**config.mk**
```make
export PLATFORM = sky130hd
export DESIGN_NAME = sonar_array
export DESIGN_NICKNAME = d
export VERILOG_FILES = /design/src/rtl/sonar_array.sv
export SDC_FILE = /design/constraint.sdc
export NUM_CORES = 1
export LEC_CHECK = 0
export BUFFER_PORTS_ARGS = -buffer_cell sky130_fd_sc_hd__buf_2
export CAP_MARGIN = 20
export CORE_MARGIN = 2
export CORE_UTILIZATION = 30
export DETAILED_ROUTE_END_ITERATION = 7
export HOLD_SLACK_MARGIN = 0.03
export SLEW_MARGIN = 20
export SYNTH_ARGS = -nofsm -noshare
export SYNTH_HDL_FRONTEND = slang
export SYNTH_SLANG_ARGS = --single-unit
```
**constraint.sdc**
```tcl
create_clock -name clk_sys -period 4.5 [get_ports clk_sys]
set_input_delay 0 -clock clk_sys [delete_from_list [all_inputs] [get_ports clk_sys]]
set_output_delay 0 -clock clk_sys [all_outputs]
set_load 0.02 [all_outputs]
```
**src/rtl/sonar_array.sv**
```systemverilog
// sonar_array: sequences NCH ultrasonic trig/echo channels in ascending round-robin
// sweeps and measures each echo width in pluse_us ticks. Control, status, results and
// error codes are accessed over fx_bus; fx_q is ORed onto the shared read bus.
// Ports:
//   clk_sys, rst_n (synchronous, active low), pluse_us (1-cycle microsecond tick)
//   dev_id        fx_bus device id compared with addr[21:16]
//   fire_measure  1-cycle start pulse
//   trig / echo   per-channel trigger outputs / asynchronous echo inputs
//   busy          high whenever the sequencer is not idle
//   done_measure  1-cycle pulse at the end of every completed sweep
//   fx_waddr/fx_wr/fx_data, fx_raddr/fx_rd, fx_q   fx_bus write, read and read data
// Timing counters advance only on pluse_us.
module sonar_array #(
  parameter int NCH      = 4,
  parameter int CW       = 16,
  parameter int TRIG_US  = 10,
  parameter int TMO_US   = 25000,
  parameter int GUARD_US = 10000
) (
  input  logic            clk_sys,
  input  logic            rst_n,
  input  logic            pluse_us,
  input  logic [5:0]      dev_id,
  input  logic            fire_measure,
  output logic [NCH-1:0]  trig,
  input  logic [NCH-1:0]  echo,
  output logic            busy,
  output logic            done_measure,
  input  logic [21:0]     fx_waddr,
  input  logic            fx_wr,
  input  logic [7:0]      fx_data,
  input  logic [21:0]     fx_raddr,
  input  logic            fx_rd,
  output logic [7:0]      fx_q
);

  localparam int CHW = (NCH > 1) ? $clog2(NCH) : 1;

  typedef enum logic [2:0] {S_IDLE, S_TRIG, S_WAIT_R, S_MEAS, S_GUARD} state_t;

  state_t            state_q, state_d;
  logic [CHW-1:0]    ch_q, ch_d;
  logic [NCH-1:0]    mask_q, mask_d;
  logic              armed_q, armed_d;
  logic [31:0]       tmr_q, tmr_d;
  logic [CW-1:0]     cnt_q, cnt_d;
  logic [CW-1:0]     result_q [NCH];
  logic [CW-1:0]     result_d [NCH];
  logic [1:0]        err_q [NCH];
  logic [1:0]        err_d [NCH];
  logic [NCH-1:0]    ch_en_q, ch_en_d;
  logic              cont_q, cont_d;
  logic              sweep_done_q, sweep_done_d;
  logic [NCH-1:0]    echo_meta_q, echo_meta_d;
  logic [NCH-1:0]    echo_sync_q, echo_sync_d;
  logic [NCH-1:0]    trig_q, trig_d;
  logic              busy_q, busy_d;
  logic              done_q, done_d;
  logic [7:0]        rdata_q, rdata_d;

  logic              wr_hit_s, rd_hit_s, ctrl_wr_s, start_req_s, abort_req_s, status_rd_s;
  logic [15:0]       woff_s, roff_s;
  logic [CHW:0]      pick_first_s, pick_next_s;
  logic [31:0]       tmr_inc_s;
  logic [CW-1:0]     cnt_inc_s;
  logic              sweep_end_s;
  logic [15:0]       res16_s [NCH];
  logic              unused_data_s;

  // Lowest set bit of m (above cur when 'after' is set); MSB of the result is 'found'.
  function automatic logic [CHW:0] pick_ch(input logic [NCH-1:0] m, input logic [CHW-1:0] cur,
                                          input logic after);
    logic [CHW:0] r;
    r = {(CHW+1){1'b0}};
    for (int i = NCH - 1; i >= 0; i--) begin
      if (m[i] && (!after || (i > int'(cur)))) r = {1'b1, CHW'(i)};
    end
    return r;
  endfunction

  assign unused_data_s = ^fx_data;
  assign trig          = trig_q;
  assign busy          = busy_q;
  assign done_measure  = done_q;
  assign fx_q          = rdata_q;

  // fx_bus address decode and command strobes
  always_comb begin
    woff_s      = fx_waddr[15:0];
    roff_s      = fx_raddr[15:0];
    wr_hit_s    = fx_wr && (fx_waddr[21:16] == dev_id);
    rd_hit_s    = fx_rd && (fx_raddr[21:16] == dev_id);
    ctrl_wr_s   = wr_hit_s && (woff_s == 16'h0000);
    start_req_s = fire_measure || (ctrl_wr_s && fx_data[0]);
    abort_req_s = ctrl_wr_s && fx_data[2];
    status_rd_s = rd_hit_s && (roff_s == 16'h0002);
    tmr_inc_s   = tmr_q + 32'd1;
    cnt_inc_s   = (cnt_q == {CW{1'b1}}) ? cnt_q : cnt_q + {{(CW-1){1'b0}}, 1'b1};
    pick_first_s = pick_ch(ch_en_q, {CHW{1'b0}}, 1'b0);
    pick_next_s  = pick_ch(mask_q, ch_q, 1'b1);
  end

  // Echo synchroniser inputs
  always_comb begin
    echo_meta_d = echo;
    echo_sync_d = echo_meta_q;
  end

  // Next-state logic and per-channel measurement datapath
  always_comb begin
    state_d     = state_q;
    ch_d        = ch_q;
    mask_d      = mask_q;
    armed_d     = armed_q;
    tmr_d       = tmr_q;
    cnt_d       = cnt_q;
    result_d    = result_q;
    err_d       = err_q;
    sweep_end_s = 1'b0;
    case (state_q)
      S_IDLE: begin
        if (start_req_s && pick_first_s[CHW]) begin
          state_d = S_TRIG;
          mask_d  = ch_en_q;
          ch_d    = pick_first_s[CHW-1:0];
          armed_d = 1'b0;
          tmr_d   = 32'd0;
        end else begin
          state_d = S_IDLE;
        end
      end
      S_TRIG: begin
        // First TRIG cycle only checks for an echo that is already high.
        if (!armed_q) begin
          if (echo_sync_q[ch_q]) begin
            err_d[ch_q] = 2'b11;
            state_d     = S_GUARD;
            tmr_d       = 32'd0;
          end else begin
            armed_d = 1'b1;
          end
        end else if (pluse_us) begin
          if (tmr_inc_s == 32'(TRIG_US)) begin
            state_d = S_WAIT_R;
            tmr_d   = 32'd0;
          end else begin
            tmr_d = tmr_inc_s;
          end
        end else begin
          tmr_d = tmr_q;
        end
      end
      S_WAIT_R: begin
        if (echo_sync_q[ch_q]) begin
          state_d = S_MEAS;
          cnt_d   = {CW{1'b0}};
        end else if (pluse_us) begin
          if (tmr_inc_s == 32'(TMO_US)) begin
            err_d[ch_q] = 2'b01;
            state_d     = S_GUARD;
            tmr_d       = 32'd0;
          end else begin
            tmr_d = tmr_inc_s;
          end
        end else begin
          tmr_d = tmr_q;
        end
      end
      S_MEAS: begin
        if (!echo_sync_q[ch_q]) begin
          result_d[ch_q] = cnt_q;
          err_d[ch_q]    = 2'b00;
          state_d        = S_GUARD;
          tmr_d          = 32'd0;
        end else if (pluse_us) begin
          if (32'(cnt_inc_s) == 32'(TMO_US)) begin
            result_d[ch_q] = {CW{1'b1}};
            err_d[ch_q]    = 2'b10;
            state_d        = S_GUARD;
            tmr_d          = 32'd0;
          end else begin
            cnt_d = cnt_inc_s;
          end
        end else begin
          cnt_d = cnt_q;
        end
      end
      S_GUARD: begin
        if (pluse_us && (tmr_inc_s == 32'(GUARD_US))) begin
          tmr_d   = 32'd0;
          armed_d = 1'b0;
          if (pick_next_s[CHW]) begin
            state_d = S_TRIG;
            ch_d    = pick_next_s[CHW-1:0];
          end else begin
            sweep_end_s = 1'b1;
            // Continuous mode re-latches CH_EN so edits apply from this new sweep.
            if (cont_q && pick_first_s[CHW]) begin
              state_d = S_TRIG;
              mask_d  = ch_en_q;
              ch_d    = pick_first_s[CHW-1:0];
            end else begin
              state_d = S_IDLE;
            end
          end
        end else if (pluse_us) begin
          tmr_d = tmr_inc_s;
        end else begin
          tmr_d = tmr_q;
        end
      end
      default: begin
        state_d = S_IDLE;
      end
    endcase
    // Abort discards whatever the in-flight channel would have written.
    if (abort_req_s) begin
      state_d     = S_IDLE;
      result_d    = result_q;
      err_d       = err_q;
      sweep_end_s = 1'b0;
    end else begin
      sweep_end_s = sweep_end_s;
    end
  end

  // Registered outputs derived from the next state
  always_comb begin
    trig_d = {NCH{1'b0}};
    if ((state_d == S_TRIG) && armed_d) begin
      trig_d[ch_d] = 1'b1;
    end else begin
      trig_d = {NCH{1'b0}};
    end
    busy_d = (state_d != S_IDLE);
    done_d = sweep_end_s;
  end

  // Control/status register updates
  always_comb begin
    ch_en_d = ch_en_q;
    cont_d  = cont_q;
    if (wr_hit_s && (woff_s == 16'h0001)) begin
      ch_en_d = fx_data[NCH-1:0];
    end else begin
      ch_en_d = ch_en_q;
    end
    if (ctrl_wr_s) begin
      cont_d = fx_data[1];
    end else begin
      cont_d = cont_q;
    end
    // A set in the same cycle as a STATUS read wins, so the flag is never lost.
    if (sweep_end_s) begin
      sweep_done_d = 1'b1;
    end else if (status_rd_s) begin
      sweep_done_d = 1'b0;
    end else begin
      sweep_done_d = sweep_done_q;
    end
  end

  // Results zero-extended to the 16-bit register view
  always_comb begin
    for (int i = 0; i < NCH; i++) begin
      res16_s[i] = 16'(result_q[i]);
    end
  end

  // Read data mux; fx_q holds until the next fx_rd
  always_comb begin
    rdata_d = rdata_q;
    if (fx_rd) begin
      rdata_d = 8'h00;
      if (rd_hit_s) begin
        case (roff_s)
          16'h0000: rdata_d = {6'b000000, cont_q, 1'b0};
          16'h0001: rdata_d = 8'(ch_en_q);
          16'h0002: rdata_d = {6'b000000, sweep_done_q | sweep_end_s, busy_q};
          default:  rdata_d = 8'h00;
        endcase
        for (int i = 0; i < NCH; i++) begin
          if (roff_s == 16'(32'h10 + 2 * i)) begin
            rdata_d = res16_s[i][7:0];
          end else if (roff_s == 16'(32'h11 + 2 * i)) begin
            rdata_d = res16_s[i][15:8];
          end else if (roff_s == 16'(32'h30 + i)) begin
            rdata_d = {6'b000000, err_q[i]};
          end else begin
            rdata_d = rdata_d;
          end
        end
      end else begin
        rdata_d = 8'h00;
      end
    end else begin
      rdata_d = rdata_q;
    end
  end

  // State and register flops with synchronous reset
  always_ff @(posedge clk_sys) begin
    if (!rst_n) begin
      state_q      <= S_IDLE;
      ch_q         <= {CHW{1'b0}};
      mask_q       <= {NCH{1'b0}};
      armed_q      <= 1'b0;
      tmr_q        <= 32'd0;
      cnt_q        <= {CW{1'b0}};
      for (int i = 0; i < NCH; i++) begin
        result_q[i] <= {CW{1'b0}};
        err_q[i]    <= 2'b00;
      end
      ch_en_q      <= {NCH{1'b1}};
      cont_q       <= 1'b0;
      sweep_done_q <= 1'b0;
      echo_meta_q  <= {NCH{1'b0}};
      echo_sync_q  <= {NCH{1'b0}};
      trig_q       <= {NCH{1'b0}};
      busy_q       <= 1'b0;
      done_q       <= 1'b0;
      rdata_q      <= 8'h00;
    end else begin
      state_q      <= state_d;
      ch_q         <= ch_d;
      mask_q       <= mask_d;
      armed_q      <= armed_d;
      tmr_q        <= tmr_d;
      cnt_q        <= cnt_d;
      result_q     <= result_d;
      err_q        <= err_d;
      ch_en_q      <= ch_en_d;
      cont_q       <= cont_d;
      sweep_done_q <= sweep_done_d;
      echo_meta_q  <= echo_meta_d;
      echo_sync_q  <= echo_sync_d;
      trig_q       <= trig_d;
      busy_q       <= busy_d;
      done_q       <= done_d;
      rdata_q      <= rdata_d;
    end
  end

endmodule

```
# ---- Yosys cells after proc, flatten, opt, wreduce, memory -nomap -nowiden
# Index checks and enable logic that the tools add are counted.
dict set report classes {
  addsub 2
  magnitude_cmp 8
  n_eq_ne 47
  n_mux 99
  n_bitwise 13
  reduce_logical 32
}
# op count
set ops {}
lappend ops {{$mux 32} 13}
lappend ops {{$mux 64} 3}
lappend ops {{$mux 8} 21}
lappend ops {{$pmux 32 s5} 1}
lappend ops {{$eq 16x5->1 const B} 8}
lappend ops {{$mux 16} 6}
lappend ops {{$bwmux 64} 1}
lappend ops {{$eq 16x6->1 const B} 4}
lappend ops {{$or 64x64->64} 1}
lappend ops {{$mux 3} 19}
lappend ops {{$add 32x1->32 const B} 1}
lappend ops {{$demux 16 s2} 1}
lappend ops {{$eq 16x1->1 const B} 2}
lappend ops {{$eq 32x14->1 const B} 1}
lappend ops {{$eq 32x15->1 const B} 1}
lappend ops {{$eq 32x4->1 const B} 1}
lappend ops {{$logic_not 16->1} 2}
lappend ops {{$pmux 16 s2} 1}
lappend ops {{$ne 2x2->1 const B} 14}
lappend ops {{$pmux 8 s3} 1}
lappend ops {{$reduce_and 9->1} 2}
lappend ops {{$add 16x1->16 const B} 1}
lappend ops {{$eq 16x15->1 const B} 1}
lappend ops {{$eq 16x16->1 const B} 1}
lappend ops {{42 further kinds} 94}
dict set report totals {
  register_bits 158
  inputBits 68
  output_inout_bits 14
  elab_cells 224
}

# ---- Longest topological paths before layout
# Gate-level depths: netlist (run 1).
dict set report depth {
  word_depth 24
  ltp_mapped 13
  depth_no_buf 10
}

# ---- Worst setup path after synthesis (run 1)
# OpenSTA, ideal clock, no wires.
dict set report synth_timing {
  path_kind {flip-flop to flip-flop}
  startpoint {reg tmr_q[0]}
  endpoint {reg err_q[3] in the netlist's numbering}
  setup_ns 0.072
  arrival_ns 3.664
  required_time_ns 4.428
  path_slack_ns 0.764
  path_stages_with_launch 12
  n_path_buf 1
  period_less_slack_ns 3.736
  path_cell_list {dfxtp_1 ha_1 buf_2 nand4_1 or3_1 or4_4 a2111oi_4 nand4_4 o31ai_2 or4b_4 nor3b_2 mux2i_1}
}
dict set report synth_between {
  elab_chain_cells 4
}
# element line
set synth_rtl {}
lappend synth_rtl {{start: declaration} 45} ;# logic [31:0] tmr_q, tmr_d;
lappend synth_rtl {{start signal: assignment} 328} ;# tmr_q <= tmr_d;
lappend synth_rtl {{$add 32x1->32} 97} ;# tmr_inc_s = tmr_q + 32'd1;
lappend synth_rtl {{$eq 32x15->1} 158} ;# if (tmr_inc_s == 32'(TMO_US)) begin
lappend synth_rtl {{$ne 2x2->1 (no line)} n/a}
lappend synth_rtl {{$reduce_and 9->1 (no line)} n/a}
lappend synth_rtl {{end signal: assignment} 331} ;# err_q <= err_d;
lappend synth_rtl {{end: declaration} 49} ;# logic [1:0] err_q [NCH];
# No other way between the ends.
# A chain may end at the register's enable or synchronous reset.

# ---- Final worst setup path (run 1)
dict set report layout_timing {
  startpoint {reg tmr_q[16]}
  endpoint {reg trig_q[2], in the netlist trig[2]}
}
dict set report layout_between {
  elab_chain_cells 10
  elab_cells_between_ends 26
  classes_between {add/sub: 1; order compare: 2; eq/ne: 4; mux: 15; reduce/logical: 4}
}
# element line
set layout_rtl {}
lappend layout_rtl {{$add 32x1->32 *} 97}
lappend layout_rtl {{$eq 32x15->1 or $eq 32x4->1 (tied branches)} {158, 143}}
lappend layout_rtl {{$mux 3 (on tied branches)} {158, 143}}
lappend layout_rtl {{$mux 3 (on tied branches)} {157, 142}}
lappend layout_rtl {{$mux 3 (on tied branches)} {154, 134}}
lappend layout_rtl {{$pmux 3 s5} 120} ;# case (state_q)
lappend layout_rtl {{$mux 3} 217} ;# if (abort_req_s) begin
lappend layout_rtl {{$eq 3x1->1} 230} ;# if ((state_d == S_TRIG) && armed_d) begin
lappend layout_rtl {{$logic_and 1x1->1} 230}
lappend layout_rtl {{$reduce_and 2->1 (no line)} n/a}
lappend layout_rtl {{end signal: assignment} 319} ;# trig_q <= {NCH{1'b0}};
lappend layout_rtl {{end signal: assignment} 337} ;# trig_q <= trig_d;
lappend layout_rtl {{end: declaration} 56} ;# logic [NCH-1:0] trig_q, trig_d;
# Mark *: on every way between the ends. The rest lies on a longest branch, timed or not.

==> results of run 1 <==
-- layout make-up --
type                       count  area [um2]
clock inverter                13         153
timing repair buffer         120         773
fill                        2990       18500
inverter                      22        82.6
tap                          384         480
sequential                   157        3140
multi-input combinational    880        5320
clock buffer                  19         453
-- cell families after synthesis --
family,synth area share
muxes,0.0282
and+or+nand+nor,0.329
xor gates and xnor gates,0.0532
buffers and inverters,0.0493
AOI/OAI and AO/OA,0.181
DFF,0.354
adders and majority gates,0.00563
-- path summary, 6_finish.rpt --
| path | from | endpoint | slack [ns] | cells past startpoint |
|---|---|---|---|---|
| worst max-delay path | tmr_q[16] | trig[2] | 0.48 | 9 |
| worst min-delay path | rst_n | ch_en_q[1] | 0.06 | 3 |
| worst max register to register | tmr_q[16] | trig[2] | 0.48 | 9 |
| worst min register to register | echo_meta_q[1] | echo_sync_q[1] | 0.43 | 1 |
-- power by group through the flow --
stage	sequential, mW	clock (mW)	combinational, mW
6_report	1.41	1.50	0.204
5_1_grt	1.41	1.59	0.224
4_1_cts	1.41	1.53	0.204
3_5_place_dp	1.44	0	0.197
3_3_place_gp	1.44	0	0.194
2_1_floorplan	1.44	0	0.117
-- layer usage --
layer / share of wire / vias up
li1: - / 4232
met1: 0.48 / 3980
met2: 0.45 / 259
met3: 0.051 / 32
met4: 0.016 / 0
met5: 0 / -
-- state kept, by name (all words and copies together) (netlist names), 4 cells and up --
| signal | count |
|---|---|
| echo_sync_q | 4 |
| tmr_q | 32 |
| fx_q | 8 |
| trig | 4 |
| ch_en_q | 4 |
| echo_meta_q | 4 |
| res16_s | 64 |
| err_q | 8 |
| cnt_q | 16 |
-- synthesized netlist by cell type (5+ instances only) --
cell type and n:
sky130_fd_sc_hd__dfxtp_1 157, sky130_fd_sc_hd__nor2_1 131, sky130_fd_sc_hd__nand2_1 126, sky130_fd_sc_hd__a21oi_1 76, sky130_fd_sc_hd__nor3_1 66, sky130_fd_sc_hd__clkbuf_1 61
sky130_fd_sc_hd__xnor2_1 44, sky130_fd_sc_hd__nor4_1 37, sky130_fd_sc_hd__o21ai_0 32, sky130_fd_sc_hd__or2_2 31, sky130_fd_sc_hd__nand3_1 30, sky130_fd_sc_hd__nand4_1 27
sky130_fd_sc_hd__nor2b_1 23, sky130_fd_sc_hd__inv_1 22, sky130_fd_sc_hd__a211oi_1 18, sky130_fd_sc_hd__and2_1 17, sky130_fd_sc_hd__buf_2 16, sky130_fd_sc_hd__mux2i_1 16
sky130_fd_sc_hd__a22oi_1 14, sky130_fd_sc_hd__and3_1 13, sky130_fd_sc_hd__a31oi_1 12, sky130_fd_sc_hd__or3_1 11, sky130_fd_sc_hd__xor2_1 10, sky130_fd_sc_hd__nand2b_1 7
sky130_fd_sc_hd__nand3b_1 7, sky130_fd_sc_hd__nor4b_1 7, sky130_fd_sc_hd__o211ai_1 7, sky130_fd_sc_hd__o211a_1 6, sky130_fd_sc_hd__o22ai_1 6, sky130_fd_sc_hd__o31a_1 6
sky130_fd_sc_hd__or4_1 6, sky130_fd_sc_hd__a21boi_0 5, sky130_fd_sc_hd__and4_1 5, sky130_fd_sc_hd__nor3b_1 5, sky130_fd_sc_hd__o21a_1 5
-- cells in the final DEF (no fill, tap or decap), types with 14 or more instances in the layout --
cell type                       count
sky130_fd_sc_hd__and2_1            17
sky130_fd_sc_hd__dfxtp_1          157
sky130_fd_sc_hd__nor2b_1           23
sky130_fd_sc_hd__o21ai_0           32
sky130_fd_sc_hd__buf_4             25
sky130_fd_sc_hd__nand3_1           30
sky130_fd_sc_hd__nor2_1           131
sky130_fd_sc_hd__a22oi_1           14
sky130_fd_sc_hd__mux2i_1           15
sky130_fd_sc_hd__nand2_1          126
sky130_fd_sc_hd__nand4_1           27
sky130_fd_sc_hd__or2_2             31
sky130_fd_sc_hd__a21oi_1           76
sky130_fd_sc_hd__a211oi_1          18
sky130_fd_sc_hd__buf_2             77
sky130_fd_sc_hd__nor3_1            66
sky130_fd_sc_hd__inv_1             21
sky130_fd_sc_hd__nor4_1            35
sky130_fd_sc_hd__dlygate4sd3_1     16
sky130_fd_sc_hd__clkbuf_16         17
sky130_fd_sc_hd__xnor2_1           44
-- per-stage QoR --
step / hold WS, ns / cells / util / instance area [um2]
4_1_cts: 0.0420 / 1595 / 0.360 / 10400
3_3_place_gp: 0.224 / 1547 / 0.333 / 9640
6_report: 0.0574 / 1595 / 0.360 / 10400
3_5_place_dp: 0.223 / 1547 / 0.333 / 9640
2_1_floorplan: 0.127 / 1144 / - / 8880
5_1_grt: 0.0582 / 1595 / 0.360 / 10400
-- critical path, cell delays in order, from the launching register on --
cell and delay (ns):
sky130_fd_sc_hd__dfxtp_1 0.56, sky130_fd_sc_hd__nand4_4 0.15, sky130_fd_sc_hd__or4_1 0.70, sky130_fd_sc_hd__or4_4 0.55, sky130_fd_sc_hd__a2111oi_4 0.40, sky130_fd_sc_hd__nand4_4 0.23
sky130_fd_sc_hd__nor4b_4 0.50, sky130_fd_sc_hd__a311o_1 0.25, sky130_fd_sc_hd__nand4_1 0.22, sky130_fd_sc_hd__nor4b_1 0.34
==> impl_table.tex, run 1 <==
\begin{tabular}{lr}
\hline
Metric & Value \\
\hline
\multicolumn{2}{l}{\textbf{Placement}} \\
\quad HPWL reported at the end of detailed placement & $\sim$17 mm \\
\quad Setup Slack @ Placement & 0.498 ns \\
\quad GPL Wtd Cong & just under 0.9 \\
\quad Input/output buffers & between 70 and 80 \\
\multicolumn{2}{l}{\textbf{Power and ir drop}} \\
\quad Static power due to leakage & roughly 3.5 nW \\
\quad Power share of the clock group & 0.482 \\
\quad Psw & 779 uW \\
\quad Part of the power in registers & 0.452 \\
\quad Combinational cell fraction of total power & 0.065 \\
\quad Fraction of power spent switching nets & 0.250 \\
\quad Max VDD drop & roughly 0.00022 V \\
\quad Post-layout total power & approximately 3.1 mW \\
\quad Internal Dissipation & between 2 and 2.5 mW \\
\quad Power density cells & about 300 nW/um2 \\
\multicolumn{2}{l}{\textbf{CTS}} \\
\quad Post-CTS Setup Repair Bufs & 0 \\
\quad CTS tree & yes \\
\quad Htree depth & 4 \\
\quad Total CTS buffers & 17 \\
\quad Latest clock arrival within the worst-skew pair & between 0.4 and 0.5 ns \\
\quad Total number of clock tree sinks & approximately 160 \\
\quad Clock Tree Root & sky130\_fd\_sc\_hd\_\_clkbuf\_16 \\
\quad Hold buffer count at cts & 16 \\
\quad Gates resized, CTS repair & 0 \\
\quad Clock-pin slew on the worst setup and hold paths & 0.07 ns \\
\quad Worst-case clock buffer depth & 2 \\
\multicolumn{2}{l}{\textbf{Global routing}} \\
\quad Maximum number of pins on one net before global-route repair & 56 \\
\quad First-pass GRT wire length & 40.0 mm \\
\quad Met1 routing resource usage after global routing & 0.215 \\
\quad Global Route met2 Usage & 0.260 \\
\quad Vias in the first global route & slightly below 8000 \\
\quad Highest-utilization routing layer at the global route stage & met2 \\
\quad Antenna violations before repair & 0 \\
\quad Residual overflow from global routing & 0 \\
\quad Met3 global-route usage & 0.0252 \\
\quad Global routing usage summed across all routing layers & 0.159 \\
\multicolumn{2}{l}{\textbf{Timing}} \\
\quad Worst-case setup margin in the final layout & $\sim$0.48 ns \\
\quad Final Hold Viols & 0 \\
\quad Highest attainable clock frequency & 0.249 GHz \\
\quad Total count of max-transition violations in the final report & 0 \\
\quad Worst slew pin tran & roughly 1.0 ns \\
\quad Worst Skew & $\sim$0.013 ns \\
\quad Crit share post-route & 0.894 \\
\quad Tmin final & between 4 and 5 ns \\
\quad Final setup violation count & 0 \\
\quad Worst slew margin relative to its limit & 0.300 \\
\quad Unrepaired setup endpoints after global routing & false \\
\quad Setup TNS & 0 ns \\
\multicolumn{2}{l}{\textbf{Yosys}} \\
\quad Number of synthesis warnings & 0 \\
\quad Share of the synthesized area in the top cell type & 0.354 \\
\quad Ys async rst share & 0 \\
\quad Post-Synthesis Cells & between 1000 and 1500 \\
\quad Number of enable-type register cells in the synthesized netlist & 0 \\
\quad Synth area leaders & sky130\_fd\_sc\_hd\_\_dfxtp\_1, sky130\_fd\_sc\_hd\_\_nor2\_1, sky130\_fd\_sc\_hd\_\_nand2\_1 \\
\quad Cell type contributing the most total cell area after synthesis & sky130\_fd\_sc\_hd\_\_dfxtp\_1 \\
\quad Area of the mapped netlist & between 8000 and 9000 um2 \\
\quad Post-synthesis area per instance & roughly 7.8 um2 \\
\quad Count of distinct cell types in the synthesized netlist & 79 \\
\quad Sequential cell area fraction in the yosys report & 0.354 \\
\quad Total of flip-flops plus latches after synthesis & roughly 160 \\
\quad Most frequently used flop master after synthesis & sky130\_fd\_sc\_hd\_\_dfxtp\_1 \\
\quad Post-synth net total & 1216 \\
\multicolumn{2}{l}{\textbf{Worst hold path}} \\
\quad Worst min-delay path category & input pin to flip-flop \\
\multicolumn{2}{l}{\textbf{Routing}} \\
\quad Post-detailed-route DRC marker count & 0 \\
\quad Post-Route WL & approximately 25 mm \\
\quad Routed wire per std cell & 15.5 um \\
\quad Count of nets left with antenna violations after detail routing & 0 \\
\quad Ratio of routed vias to standard cells & approximately 5.3 \\
\quad Via count of the routed design & roughly 8500 \\
\quad Initial DRT Pass Iterations & 5 \\
\quad Iteration-0 DRC Markers & about 630 \\
\multicolumn{2}{l}{\textbf{Die}} \\
\quad Number of placement rows & between 60 and 70 \\
\quad DIE WIDTH & $\sim$180 um \\
\quad I/O Pins & between 80 and 90 \\
\quad Die span in y & roughly 180 um \\
\quad Core outline area & between 20000 and 30000 um2 \\
\quad Floorplan die area & roughly 31000 um2 \\
\quad Initial core utilization & 0.307 \\
\multicolumn{2}{l}{\textbf{Critical path}} \\
\quad Required arrival time at the worst endpoint & roughly 4.8 ns \\
\quad Endpoint kind of the worst setup timing path & flip-flop \\
\quad Maximum fanout along the worst path & 9 \\
\quad Worst Path Arrival & about 4.4 ns \\
\quad Classification of the worst setup path & flip-flop to flip-flop \\
\quad Category of the worst setup path launch point & flip-flop \\
\multicolumn{2}{l}{\textbf{Run status}} \\
\quad Outcome & completed \\
\multicolumn{2}{l}{\textbf{Finish}} \\
\quad Layout area overhead & 17.1\% \\
\quad Number of inserted diodes & 0 \\
\quad Final layout net count & $\sim$1300 \\
\quad Proportion of layout cells with a drive suffix above 1 & 0.162 \\
\multicolumn{2}{l}{\textbf{Job}} \\
\quad Number of violations of the max-capacitance limit & 0 \\
\hline
\end{tabular}
Note: power is estimated with default switching activity, not from simulation.
==> inputs of run 2 (changes only) <==
clock period = 3.7 ns   (was 4.5 ns; I/O delays follow)
==> run 2 against run 1 <==
Against the previous run: clock skew is 0.0069 ns lower; non-clock buffer count is 46 higher; sequential share of layout area is 1.1 points lower; highest routed layer unchanged; largest cell class unchanged; critical endpoint is now err_q[3]; hold slack worse by 0.0022 ns; final area is 3.9% higher; maximum frequency is 14% higher; sequential power is 21% higher; die area stayed put.
==> impl_table.tex, run 2 (synthesis results as in run 1) <==
\begin{tabular}{lr}
\hline
Metric & Value \\
\hline
\multicolumn{2}{l}{\textbf{Placement}} \\
\quad Input/output buffers & 77 \\
\quad Cell area after placement & around 10000 um2 \\
\quad GPL Wtd Cong & 0.866 \\
\quad HPWL reported at the end of detailed placement & about 18 mm \\
\multicolumn{2}{l}{\textbf{CTS}} \\
\quad Clock Tree Root & sky130\_fd\_sc\_hd\_\_clkbuf\_16 \\
\quad Latest clock arrival within the worst-skew pair & between 0.4 and 0.5 ns \\
\quad Htree depth & 4 \\
\quad Total number of clock tree sinks & between 150 and 200 \\
\quad CTS tree & yes \\
\quad Clock-pin slew on the worst setup and hold paths & 0.06 ns \\
\quad Worst-case clock buffer depth & 2 \\
\quad Total CTS buffers & 17 \\
\multicolumn{2}{l}{\textbf{Finish}} \\
\quad Proportion of layout cells with a drive suffix above 1 & 0.209 \\
\quad Leading cell type in the layout, fill and taps excluded & sky130\_fd\_sc\_hd\_\_dfxtp\_1 \\
\quad Post-route cell area & $\sim$11000 um2 \\
\quad Number of flip-flops under the largest register name & 64 \\
\quad Filler cell count in the final layout & slightly below 3000 \\
\quad Most frequent cells in the layout & sky130\_fd\_sc\_hd\_\_dfxtp\_1, sky130\_fd\_sc\_hd\_\_nor2\_1, sky130\_fd\_sc\_hd\_\_nand2\_1 \\
\quad Number of inserted diodes & 0 \\
\quad Layout area overhead & 21.7\% \\
\quad Final layout net count & roughly 1300 \\
\multicolumn{2}{l}{\textbf{Timing}} \\
\quad Post-route worst hold slack & $\sim$0.055 ns \\
\quad Worst Skew & approximately 0.0058 ns \\
\quad Total count of max-transition violations in the final report & 0 \\
\quad Final setup violation count & 0 \\
\quad Worst slew pin tran & 1.02 ns \\
\quad Highest attainable clock frequency & 0.283 GHz \\
\quad Worst slew margin relative to its limit & 0.312 \\
\quad Crit share post-route & 0.956 \\
\quad Final Hold Viols & 0 \\
\quad Tmin final & between 3 and 4 ns \\
\multicolumn{2}{l}{\textbf{Global routing}} \\
\quad Antenna violations before repair & 0 \\
\quad Vias in the first global route & a little over 8000 \\
\quad First-pass GRT wire length & $\sim$42 mm \\
\quad Highest-utilization routing layer at the global route stage & met2 \\
\quad Global Route met2 Usage & 0.270 \\
\quad Global routing usage summed across all routing layers & 0.167 \\
\quad Maximum number of pins on one net before global-route repair & 48 \\
\quad Met1 routing resource usage after global routing & 0.222 \\
\quad Residual overflow from global routing & 0 \\
\quad Met3 global-route usage & 0.0291 \\
\multicolumn{2}{l}{\textbf{Die}} \\
\quad Die span in y & between 150 and 200 um \\
\quad I/O Pins & about 80 \\
\quad Number of placement rows & 62 \\
\quad Floorplan die area & $\sim$31000 um2 \\
\quad Core outline area & a little under 30000 um2 \\
\quad DIE WIDTH & about 180 um \\
\quad Initial core utilization & 0.307 \\
\multicolumn{2}{l}{\textbf{Worst hold path}} \\
\quad Worst min-delay path category & input pin to flip-flop \\
\multicolumn{2}{l}{\textbf{Power and ir drop}} \\
\quad Post-layout total power & approximately 3.7 mW \\
\quad Max VDD drop & 0.000288 V \\
\quad Power density cells & 340 nW/um2 \\
\quad Static power due to leakage & around 3.7 nW \\
\multicolumn{2}{l}{\textbf{Routing}} \\
\quad Via count of the routed design & about 9000 \\
\quad Routed wire per std cell & $\sim$16 um \\
\quad Post-Route WL & between 20 and 30 mm \\
\quad Iteration-0 DRC Markers & $\sim$680 \\
\quad Initial DRT Pass Iterations & 5 \\
\quad Post-detailed-route DRC marker count & 0 \\
\quad Count of nets left with antenna violations after detail routing & 0 \\
\quad Ratio of routed vias to standard cells & around 5.4 \\
\multicolumn{2}{l}{\textbf{Critical path}} \\
\quad Delay contributed by the slowest stage of the critical path & approximately 0.56 ns \\
\quad Max stage delay cell, worst path & sky130\_fd\_sc\_hd\_\_or4b\_4 \\
\quad Maximum fanout along the worst path & 7 \\
\quad Required arrival time at the worst endpoint & 4.06 ns \\
\quad Cell Chain, Critical Path & ha\_1, nand4\_1, or3\_4, or4\_4, a2111oi\_4, nand4\_4, o31ai\_4, or4b\_4, nor3b\_4, mux2i\_1 \\
\quad Classification of the worst setup path & flip-flop to flip-flop \\
\quad Category of the worst setup path launch point & flip-flop \\
\quad Worst Path Arrival & between 3 and 4 ns \\
\quad Endpoint kind of the worst setup timing path & flip-flop \\
\multicolumn{2}{l}{\textbf{Job}} \\
\quad Number of violations of the max-capacitance limit & 0 \\
\multicolumn{2}{l}{\textbf{Run status}} \\
\quad Outcome & completed \\
\hline
\end{tabular}
[run 2: cell types whose count changed in the layout (fill, tap and decap cells not counted), moves of 3 or more]
cell                            before  now
sky130_fd_sc_hd__nor4b_2             0    3
sky130_fd_sc_hd__nor4_2              2    9
sky130_fd_sc_hd__buf_4              25   75
sky130_fd_sc_hd__dlygate4sd3_1      16   12
sky130_fd_sc_hd__nor4_1             35   28
sky130_fd_sc_hd__nor4b_1             7    4
[run 2: per-layer routing]
metal	vias up	routed length (um)
met3	35	1440
met2	246	11600
li1	4312	-
met5	-	0
met4	0	467
met1	4181	12100
[run 2: per-stage QoR]
stage / utilization / worst slack (ns) / instances / TNS [ns]
final: 0.373 / 0.163 / 1638 / 0
after CTS: 0.369 / 0.0346 / 1637 / 0
after global placement: 0.346 / 0.0874 / 1596 / 0
after detailed placement: 0.346 / 0.0590 / 1596 / 0
after global routing: 0.373 / -0.0237 / 1638 / -0.0349
after floorplan: - / 0.0104 / 1144 / 0
[run 2: worst max-delay path, delay by kind of cell, from the launching register on]
| kind | cells | cell delay (ns) |
|---|---|---|
| AND/OR/NAND/NOR | 6 | 2.13 |
| AO/OA/AOI/OAI | 2 | 0.64 |
| flip-flops | 1 | 0.34 |
| multiplexers | 1 | 0.19 |
| adder cells (fa/ha/maj) | 1 | 0.17 |
[run 2: final timing paths]
kind,startpoint,endpoint,slack [ns],cells after the start
hold / removal,rst_n,ch_en_q[1],0.06,3
setup / recovery,tmr_q[1],err_q[3],0.16,10
hold reg to reg,echo_meta_q[3],echo_sync_q[3],0.43,1
setup reg to reg,tmr_q[1],err_q[3],0.16,10
[run 2: timing repair]
item                                    4_1_cts  5_1_grt
hold buffers                                 12        0
setup buffers                                 0        1
hold endpoints to repair                     16        0
endpoints found under the setup margin        0       59
resized for setup                             0       20
[run 2: cell type report]
cell class / instances / area (um2) / area share
multi-input combinational: 880 / 5420 / 0.502
sequential: 157 / 3150 / 0.291
timing repair buffer: 166 / 1110 / 0.103
clock buffer: 21 / 480 / 0.0445
tap: 384 / 480 / 0.0445
clock inverter: 8 / 85.1 / 0.00787
inverter: 22 / 82.6 / 0.00764
[run 2: where the power goes]
part	switching (mW)	internal, mW
logic	0.159	0.0947
registers	0.0100	1.70
clock network	0.714	0.990
total	0.884	2.79
